$ cat src/rtl/ad5541_update_sched.sv
`default_nettype none
// ============================================================================
//  Module      : ad5541_update_sched
//  Description : Paces 16-bit sample updates into the ad5541 serial DAC
//                driver. Streams samples through a small FIFO, lets a host
//                override write pre-empt the stream, and issues one dac_valid
//                pulse every max(div, MIN_GAP-1)+1 clocks.
//                Build option: AD5541_SCHED_MIDSCALE_UNDERRUN_EN makes an
//                underrun tick load MIDSCALE instead of repeating the last
//                sample.
//  Revision    : 1.0 - initial release
// ============================================================================
module ad5541_update_sched #(
    parameter int          DIV_WIDTH = 16,
    parameter int          FIFO_AW   = 4,
    parameter int          MIN_GAP   = 48,
    parameter logic [15:0] MIDSCALE  = 16'h8000
) (
    input  logic                 clk,
    input  logic                 rstn,
    input  logic                 enable,
    input  logic [DIV_WIDTH-1:0] div,
    input  logic [15:0]          s_axis_tdata,
    input  logic                 s_axis_tvalid,
    output logic                 s_axis_tready,
    input  logic [15:0]          ovr_data,
    input  logic                 ovr_valid,
    output logic                 ovr_ready,
    output logic [15:0]          dac_data,
    output logic                 dac_valid,
    output logic [FIFO_AW:0]     fifo_level,
    output logic [15:0]          underrun_count
);

    localparam int                   c_DEPTH     = 1 << FIFO_AW;
    localparam logic [DIV_WIDTH-1:0] c_MIN_LIMIT = DIV_WIDTH'(MIN_GAP - 1);
    localparam logic [FIFO_AW:0]     c_FULL      = (FIFO_AW + 1)'(c_DEPTH);

    typedef enum logic [1:0] {
        ST_IDLE  = 2'd0,
        ST_WAIT  = 2'd1,
        ST_ISSUE = 2'd2
    } state_t;

    state_t               state_q, state_d;
    logic [DIV_WIDTH-1:0] cnt_q, cnt_d;
    logic [DIV_WIDTH-1:0] limit_q, limit_d;
    logic [15:0]          dac_data_q, dac_data_d;
    logic [FIFO_AW:0]     level_q, level_d;
    logic [FIFO_AW-1:0]   wr_ptr_q, wr_ptr_d;
    logic [FIFO_AW-1:0]   rd_ptr_q, rd_ptr_d;
    logic [15:0]          under_q, under_d;
    logic                 ovr_taken_q, ovr_taken_d;
    logic [15:0]          ovr_tdata_q, ovr_tdata_d;
    logic [15:0]          mem_q [c_DEPTH];

    logic [DIV_WIDTH-1:0] w_limit_now;
    logic                 w_tick;
    logic                 w_ovr_elig;
    logic                 w_take_ovr;
    logic                 w_pop;
    logic                 w_under;
    logic                 w_push;

    // Period limit (P-1) is clamped so pulses never come faster than one driver frame.
    assign w_limit_now = (div > c_MIN_LIMIT) ? div : c_MIN_LIMIT;
    assign w_tick      = (state_q == ST_WAIT) && enable && (cnt_q == limit_q);
    // An override already taken stays ineligible until it drops or its data changes.
    assign w_ovr_elig  = ovr_valid && !(ovr_taken_q && (ovr_data == ovr_tdata_q));
    assign w_take_ovr  = w_tick && w_ovr_elig;
    assign w_pop       = w_tick && !w_ovr_elig && (level_q != '0);
    assign w_under     = w_tick && !w_ovr_elig && (level_q == '0);

    assign s_axis_tready  = enable && (state_q != ST_IDLE) && (level_q != c_FULL);
    assign w_push         = s_axis_tvalid && s_axis_tready;
    assign ovr_ready      = w_take_ovr;
    assign dac_valid      = (state_q == ST_ISSUE);
    assign dac_data       = dac_data_q;
    assign fifo_level     = level_q;
    assign underrun_count = under_q;

    // Scheduler FSM: period counter runs through ISSUE so pulses stay exactly P apart.
    always_comb begin
        state_d = state_q;
        cnt_d   = cnt_q;
        limit_d = limit_q;
        case (state_q)
            ST_IDLE: begin
                cnt_d = '0;
                if (enable) begin
                    state_d = ST_WAIT;
                    limit_d = w_limit_now;
                end
            end
            ST_WAIT: begin
                if (!enable) begin
                    state_d = ST_IDLE;
                    cnt_d   = '0;
                end else if (w_tick) begin
                    state_d = ST_ISSUE;
                    cnt_d   = '0;
                    limit_d = w_limit_now;
                end else begin
                    cnt_d = cnt_q + DIV_WIDTH'(1);
                end
            end
            ST_ISSUE: begin
                if (!enable) begin
                    state_d = ST_IDLE;
                    cnt_d   = '0;
                end else begin
                    state_d = ST_WAIT;
                    cnt_d   = cnt_q + DIV_WIDTH'(1);
                end
            end
            default: begin
                state_d = ST_IDLE;
                cnt_d   = '0;
            end
        endcase
    end

    // Sample selection, FIFO bookkeeping, underrun counting and override tracking.
    always_comb begin
        dac_data_d  = dac_data_q;
        level_d     = level_q;
        wr_ptr_d    = wr_ptr_q;
        rd_ptr_d    = rd_ptr_q;
        under_d     = under_q;
        ovr_taken_d = ovr_taken_q;
        ovr_tdata_d = ovr_tdata_q;

        if (w_take_ovr) begin
            dac_data_d = ovr_data;
        end else if (w_pop) begin
            dac_data_d = mem_q[rd_ptr_q];
        end
`ifdef AD5541_SCHED_MIDSCALE_UNDERRUN_EN
        else if (w_under) begin
            dac_data_d = MIDSCALE;
        end
`endif

        if (w_under && (under_q != 16'hFFFF)) begin
            under_d = under_q + 16'd1;
        end

        if (w_take_ovr) begin
            ovr_taken_d = 1'b1;
            ovr_tdata_d = ovr_data;
        end else if (!ovr_valid) begin
            ovr_taken_d = 1'b0;
        end

        if (!enable) begin
            level_d  = '0;
            wr_ptr_d = '0;
            rd_ptr_d = '0;
        end else begin
            if (w_push) wr_ptr_d = wr_ptr_q + FIFO_AW'(1);
            if (w_pop)  rd_ptr_d = rd_ptr_q + FIFO_AW'(1);
            case ({w_push, w_pop})
                2'b10:   level_d = level_q + (FIFO_AW + 1)'(1);
                2'b01:   level_d = level_q - (FIFO_AW + 1)'(1);
                default: level_d = level_q;
            endcase
        end
    end

    // Control and datapath registers; reset aborts any pulse in flight.
    always_ff @(posedge clk or negedge rstn) begin
        if (!rstn) begin
            state_q     <= ST_IDLE;
            cnt_q       <= '0;
            limit_q     <= c_MIN_LIMIT;
            dac_data_q  <= MIDSCALE;
            level_q     <= '0;
            wr_ptr_q    <= '0;
            rd_ptr_q    <= '0;
            under_q     <= '0;
            ovr_taken_q <= 1'b0;
            ovr_tdata_q <= '0;
        end else begin
            state_q     <= state_d;
            cnt_q       <= cnt_d;
            limit_q     <= limit_d;
            dac_data_q  <= dac_data_d;
            level_q     <= level_d;
            wr_ptr_q    <= wr_ptr_d;
            rd_ptr_q    <= rd_ptr_d;
            under_q     <= under_d;
            ovr_taken_q <= ovr_taken_d;
            ovr_tdata_q <= ovr_tdata_d;
        end
    end

    // FIFO storage needs no reset; occupancy is tracked by the pointers.
    always_ff @(posedge clk) begin
        if (w_push) begin
            mem_q[wr_ptr_q] <= s_axis_tdata;
        end
    end

endmodule
`default_nettype wire

$ cat config.mk
export PLATFORM = sky130hd
export DESIGN_NAME = ad5541_update_sched
export DESIGN_NICKNAME = d
export VERILOG_FILES = /design/src/rtl/ad5541_update_sched.sv
export SDC_FILE = /design/constraint.sdc
export NUM_CORES = 1
export LEC_CHECK = 0
export BUFFER_PORTS_ARGS = -buffer_cell sky130_fd_sc_hd__buf_2
export CELL_PAD_IN_SITES_DETAIL_PLACEMENT = 1
export CELL_PAD_IN_SITES_GLOBAL_PLACEMENT = 2
export CORE_MARGIN = 2
export CORE_UTILIZATION = 33
export CTS_BUF_LIST = sky130_fd_sc_hd__clkbuf_4
export DETAILED_ROUTE_END_ITERATION = 8
export GPL_TIMING_DRIVEN = 0
export PLACE_DENSITY_LB_ADDON = 0.1
export REMOVE_ABC_BUFFERS = 1
export SETUP_SLACK_MARGIN = 0.1
export SYNTH_ARGS = -nofsm -noshare
export SYNTH_HDL_FRONTEND = slang
export SYNTH_SLANG_ARGS = --single-unit
$ cat constraint.sdc
create_clock -name clk -period 5.9 [get_ports clk]
set_input_delay 1.18 -clock clk [delete_from_list [all_inputs] [get_ports clk]]
set_output_delay 1.18 -clock clk [all_outputs]
set_load 0.02 [all_outputs]
## After elaboration in Yosys (flattened, before gate mapping)

Memories as Yosys holds them, arrays and structs flattened.
Index checks and enable logic that the tools add are counted.
W data, S select, Z words.

- Add/subtract/negate cells: 6
- Order comparisons: 1
- Equal/unequal tests: 16
- Mux-type cells: 26
- Reductions and logical operators: 22

Operator list:

| cell | number |
|---|---|
| $mux W16 | 9 |
| $pmux W16 S2 | 2 |
| $add A16 B1 Y16 const B | 2 |
| $eq A16 B16 Y1 | 2 |
| $gt A16 B6 Y1 const B | 1 |
| $mux W4 | 4 |
| $ne A16 B16 Y1 const B | 1 |
| $logic_and A1 B1 Y1 | 12 |
| $pmux W5 S2 | 1 |
| $add A4 B1 Y4 const B | 2 |
| $mux W2 | 3 |
| $ne A2 B1 Y1 const B | 3 |
| $ne A2 B2 Y1 const B | 3 |
| $pmux W2 S3 | 1 |
| $reduce_bool A2 Y1 | 3 |
| $add A5 B1 Y5 const B | 1 |
| $logic_not A5 Y1 | 1 |
| $mux W1 | 5 |
| $mux W5 | 1 |
| $ne A5 B5 Y1 const B | 1 |
| $reduce_bool A5 Y1 | 1 |
| $sub A5 B1 Y5 const B | 1 |
| $eq A2 B1 Y1 const B | 2 |
| $eq A2 B2 Y1 const B | 2 |
| other kinds (6) | 7 |

- Register bits: 96
- Memory bits (writable): 256
- Bits of input ports: 53
- Output and inout bits: 40
- Word-level logic and storage cells: 82
- Memories: 1

Memory list:

| memory | words | width | rd ports | clocked after memory_dff | wr ports | RTL line | source |
|---|---|---|---|---|---|---|---|
| mem_q | 16 | 16 | 1 | 0 | 1 | 55 | `logic [15:0] mem_q [c_DEPTH];` |

## Longest topological paths before layout

- Depth after elaboration: 10
- Gate-level depth with buffers: 12

## Least setup slack after synthesis

No wires, ideal clock.

- Path type: input to output
- Start: in ovr_data[12]
- End: out ovr_ready
- Arrival time: 2,508 ps
- Data required time: 4,720 ps
- Slack: 2,212 ps
- Cell stages on the path: 7
- Buffers on the path: 1
- Cell sequence: xor2_1 -> nor4_1 -> nand4_1 -> o21a_1 -> nand2_1 -> inv_2 -> buf_2

- Longest elaborated chain between the ends: 5

RTL lines:

| item | RTL line | source |
|---|---|---|
| start: declaration | 26 | `input logic [15:0] ovr_data,` |
| $eq A16 B16 Y1 | 69 | `assign w_ovr_elig = ovr_valid && !(ovr_taken_q && (ovr_data == ovr_tdata_q));` |
| $logic_and A1 B1 Y1 | 69 |  |
| $logic_not A1 Y1 | 69 |  |
| $logic_and A1 B1 Y1 | 69 |  |
| $logic_and A1 B1 Y1 | 70 | `assign w_take_ovr = w_tick && w_ovr_elig;` |
| end: declaration | 28 | `output logic ovr_ready,` |

No other way between the ends.

## Worst setup path after layout

Same ends and word-level chain as after synthesis.

==> reports/qor.csv <==
stage;metric;value;unit
cells_and_area;FF+latch area;0.01010;mm2
outcome;status;finished clean;
floorplan;Die W;215.2;um
job;MaxCap Viol Count;0;
synthesis;Mapped Avg Cell Area;15.99;um2
clocking;CTS Buf Count;95;
sta;worst slew pin tran;1.373;ns
setup_path;data arrival time of the worst path;4.10;ns
floorplan;Die Span Y;215.2;um
sta;time the worst path needs with I/O delays and setup;5.280;ns
clocking;CTS Sinks;352;
route;routed vias/inst;4.844;
global_routing;antenna violations before repair;4;
route;Detail Route Antenna Nets;0;
cells_and_area;commonest non-fill, non-tap cell in the layout;edfxtp_1;
route;violation count after the first detailed-routing iteration;397;
sta;clk_skew;0.06094;ns
floorplan;Core ar.;0.04412;mm2
clocking;Post-CTS Setup Repair Bufs;0;
cells_and_area;layout cells sized above 1;29.72;%
floorplan;full die area;0.04629;mm2
synthesis;Synth area leaders;edfxtp_1 (52%), dfrtp_1 (15%), mux4_2 (7.7%), mux2i_1 (3.9%), xor2_1 (2.9%);
synthesis;share of flip-flops with an asynchronous set or reset;27.27;%
placement;Post-DP HPWL;22120;um
cells_and_area;Layout fillers;4558;
route;drt pass-1 iters;4;
cells_and_area;area taken by multi-input logic gates;0.004342;mm2
cells_and_area;Syn-to-layout area delta;16.39;%
placement;worst slack, placed;0.3587;ns
route;Routed WL;37400;um
sta;RSZ-0062 raised after global routing;no;
synthesis;Yosys Warn Count;0;
clocking;worst skew pair latency;0.85;ns
sta;f_max;0.1894;GHz
setup_path;startpoint types;input port;
synthesis;synthesized instance count;920;
clocking;clk buf depth;3;
cells_and_area;Final #Nets;1145;
placement;PortBufs;92;
setup_path;Worst Setup End Kind;output port;
setup_path;Crit Path Max Fanout;34;
route;routed vias;8428;
route;DR WL/cell;21.49;um
setup_path;kind of critical path;input port to output port;
placement;Placer Congestion;0.7087;
clocking;clock slew at reported path FFs;0.06;ns
route;Residual DRC;0;
clocking;H-tree depth;3;
synthesis;post-synthesis cell type count;58;
worst_hold_path;Hold Crit Class;input port to asynchronous set/reset pin;
clocking;CTS tree;built;
synthesis;sequential element share of the synthesized area;68.62;%
synthesis;Synth top area share;52.24;%
sta;Slew headroom;8.462;%
synthesis;Syn Std Cell Area;0.01471;mm2
sta;Hold Fails Final Rpt;0;
pwr;Leakage;6.359;nW
floorplan;Starting Density;33.35;%
sta;Final Cycle Share;89.50;%
setup_path;Worst Path Required;4.72;ns
global_routing;first-pass GRT wire length;56380;um
sta;Final Slew Violations;0;
pwr;pwr/cell area;315.9;mW/mm2
synthesis;prevailing post-synth register cell;edfxtp_1;
sta;# setup viols final;0;
clocking;clk root buf;clkbuf_4;
pwr;maximum vdd drop;0.0001457;V
cells_and_area;most frequent cells in the layout;edfxtp_1 (256), clkbuf_4 (145), buf_2 (91);
sta;final worst slack;0.6197;ns
global_routing;Overflow after GRT;0;
clocking;post-cts sizing count;0;
synthesis;Post-synth EDFFs;256;
global_routing;largest net degree at the start of global routing;39;
synthesis;largest area contributor in the netlist;edfxtp_1;
clocking;CTS Hold Bufs;0;
floorplan;I/O Pins;93;
floorplan;# rows;77;
sta;final worst hold slack;0.2885;ns
global_routing;vias in the first global route;9090;
global_routing;GRT Overall Usage;16.53;%
synthesis;Seq cells post-synth;352;
[Yosys cell counts, types with 13 or more instances]
library cell and count:
and2_1 20, nor2_1 46, edfxtp_1 256, inv_1 20
xor2_1 49, nand2_1 84, nand3_1 17, mux2i_1 57
clkbuf_1 18, ha_1 13, o21ai_0 13, dfrtp_1 90
a221oi_1 20, mux4_2 50, xnor2_1 18
[final timing paths]
check                                   start            endpoint  slack, ns  cells after the start
max                              ovr_data[12]           ovr_ready       0.62                      8
min reg2reg                underrun_count[15]  underrun_count[15]       0.49                      1
min in group clk           underrun_count[15]  underrun_count[15]       0.49                      1
max reg2reg                   ovr_tdata_q[12]         dac_data[6]       2.14                      8
max in group asynchronous                rstn   underrun_count[5]       4.77                      3
min                                      rstn            cnt_q[4]       0.29                      1
[sequential cells by signal, indices dropped and copies added (netlist names)]
name / flops
cnt_q: 16
dac_data: 16
fifo_level: 5
limit_q: 16
mem_q: 256
ovr_taken_q: 1
ovr_tdata_q: 16
rd_ptr_q: 4
state_q: 2
underrun_count: 16
wr_ptr_q: 4
[where the power goes]
part / leakage (nW) / internal, mW / switching, mW / total (mW)
logic: 2.06 / 0.157 / 0.222 / 0.380
registers: 3.57 / 2.75 / 0.0575 / 2.81
clock network: 0.729 / 1.20 / 1.02 / 2.22
total: 6.36 / 4.11 / 1.30 / 5.41
[metrics by stage]
stage / total power [mW] / util [%] / instances / cell area [um2] / TNS, ns
floorplan: 3.081 / - / 881 / 14510 / 0
global placement: 3.234 / 35.61 / 1565 / 15710 / -3.490
detailed placement: 3.250 / 36.00 / 1574 / 15890 / 0
CTS: 5.523 / 38.79 / 1736 / 17120 / 0
global route: 5.670 / 38.81 / 1740 / 17130 / 0
finish: 5.410 / 38.81 / 1740 / 17130 / 0
[cells by family after synthesis]
kind of cell | Yosys count | synth area share, %
xor gates and xnor gates | 67 | 3.988
DFF | 352 | 68.62
buffers and inverters | 60 | 1.905
muxes | 119 | 12.45
and+or+nand+nor | 221 | 7.670
AOI/OAI and AO/OA | 88 | 4.260
adders and majority gates | 13 | 1.105
[per-layer routing]
layer / up-vias / part of all wire, % / GRT usage [%]
met5: - / 0.070 / 0
met4: 4 / 2.3 / 5.655
met3: 67 / 5.0 / 4.246
met2: 186 / 49 / 27.14
met1: 4299 / 44 / 21.30
li1: 3872 / - / -
[worst max-delay path, stage by stage]
cell and delay (ns):
buf_2 0.11, xor2_1 0.14, nor4_1 0.61, nand4_1 0.30, o21a_1 0.38, nand2_1 0.59
inv_2 0.48, buf_2 0.29
[final cells by class]
class,instances,area share (%)
tap,592,4.325
multi-input combinational,508,25.35
clock inverter,17,0.8183
antenna,4,0.05845
sequential,352,58.99
clock buffer,145,6.356
inverter,21,0.4603
timing repair buffer,101,3.638
Power figures use the tool's default switching activity.
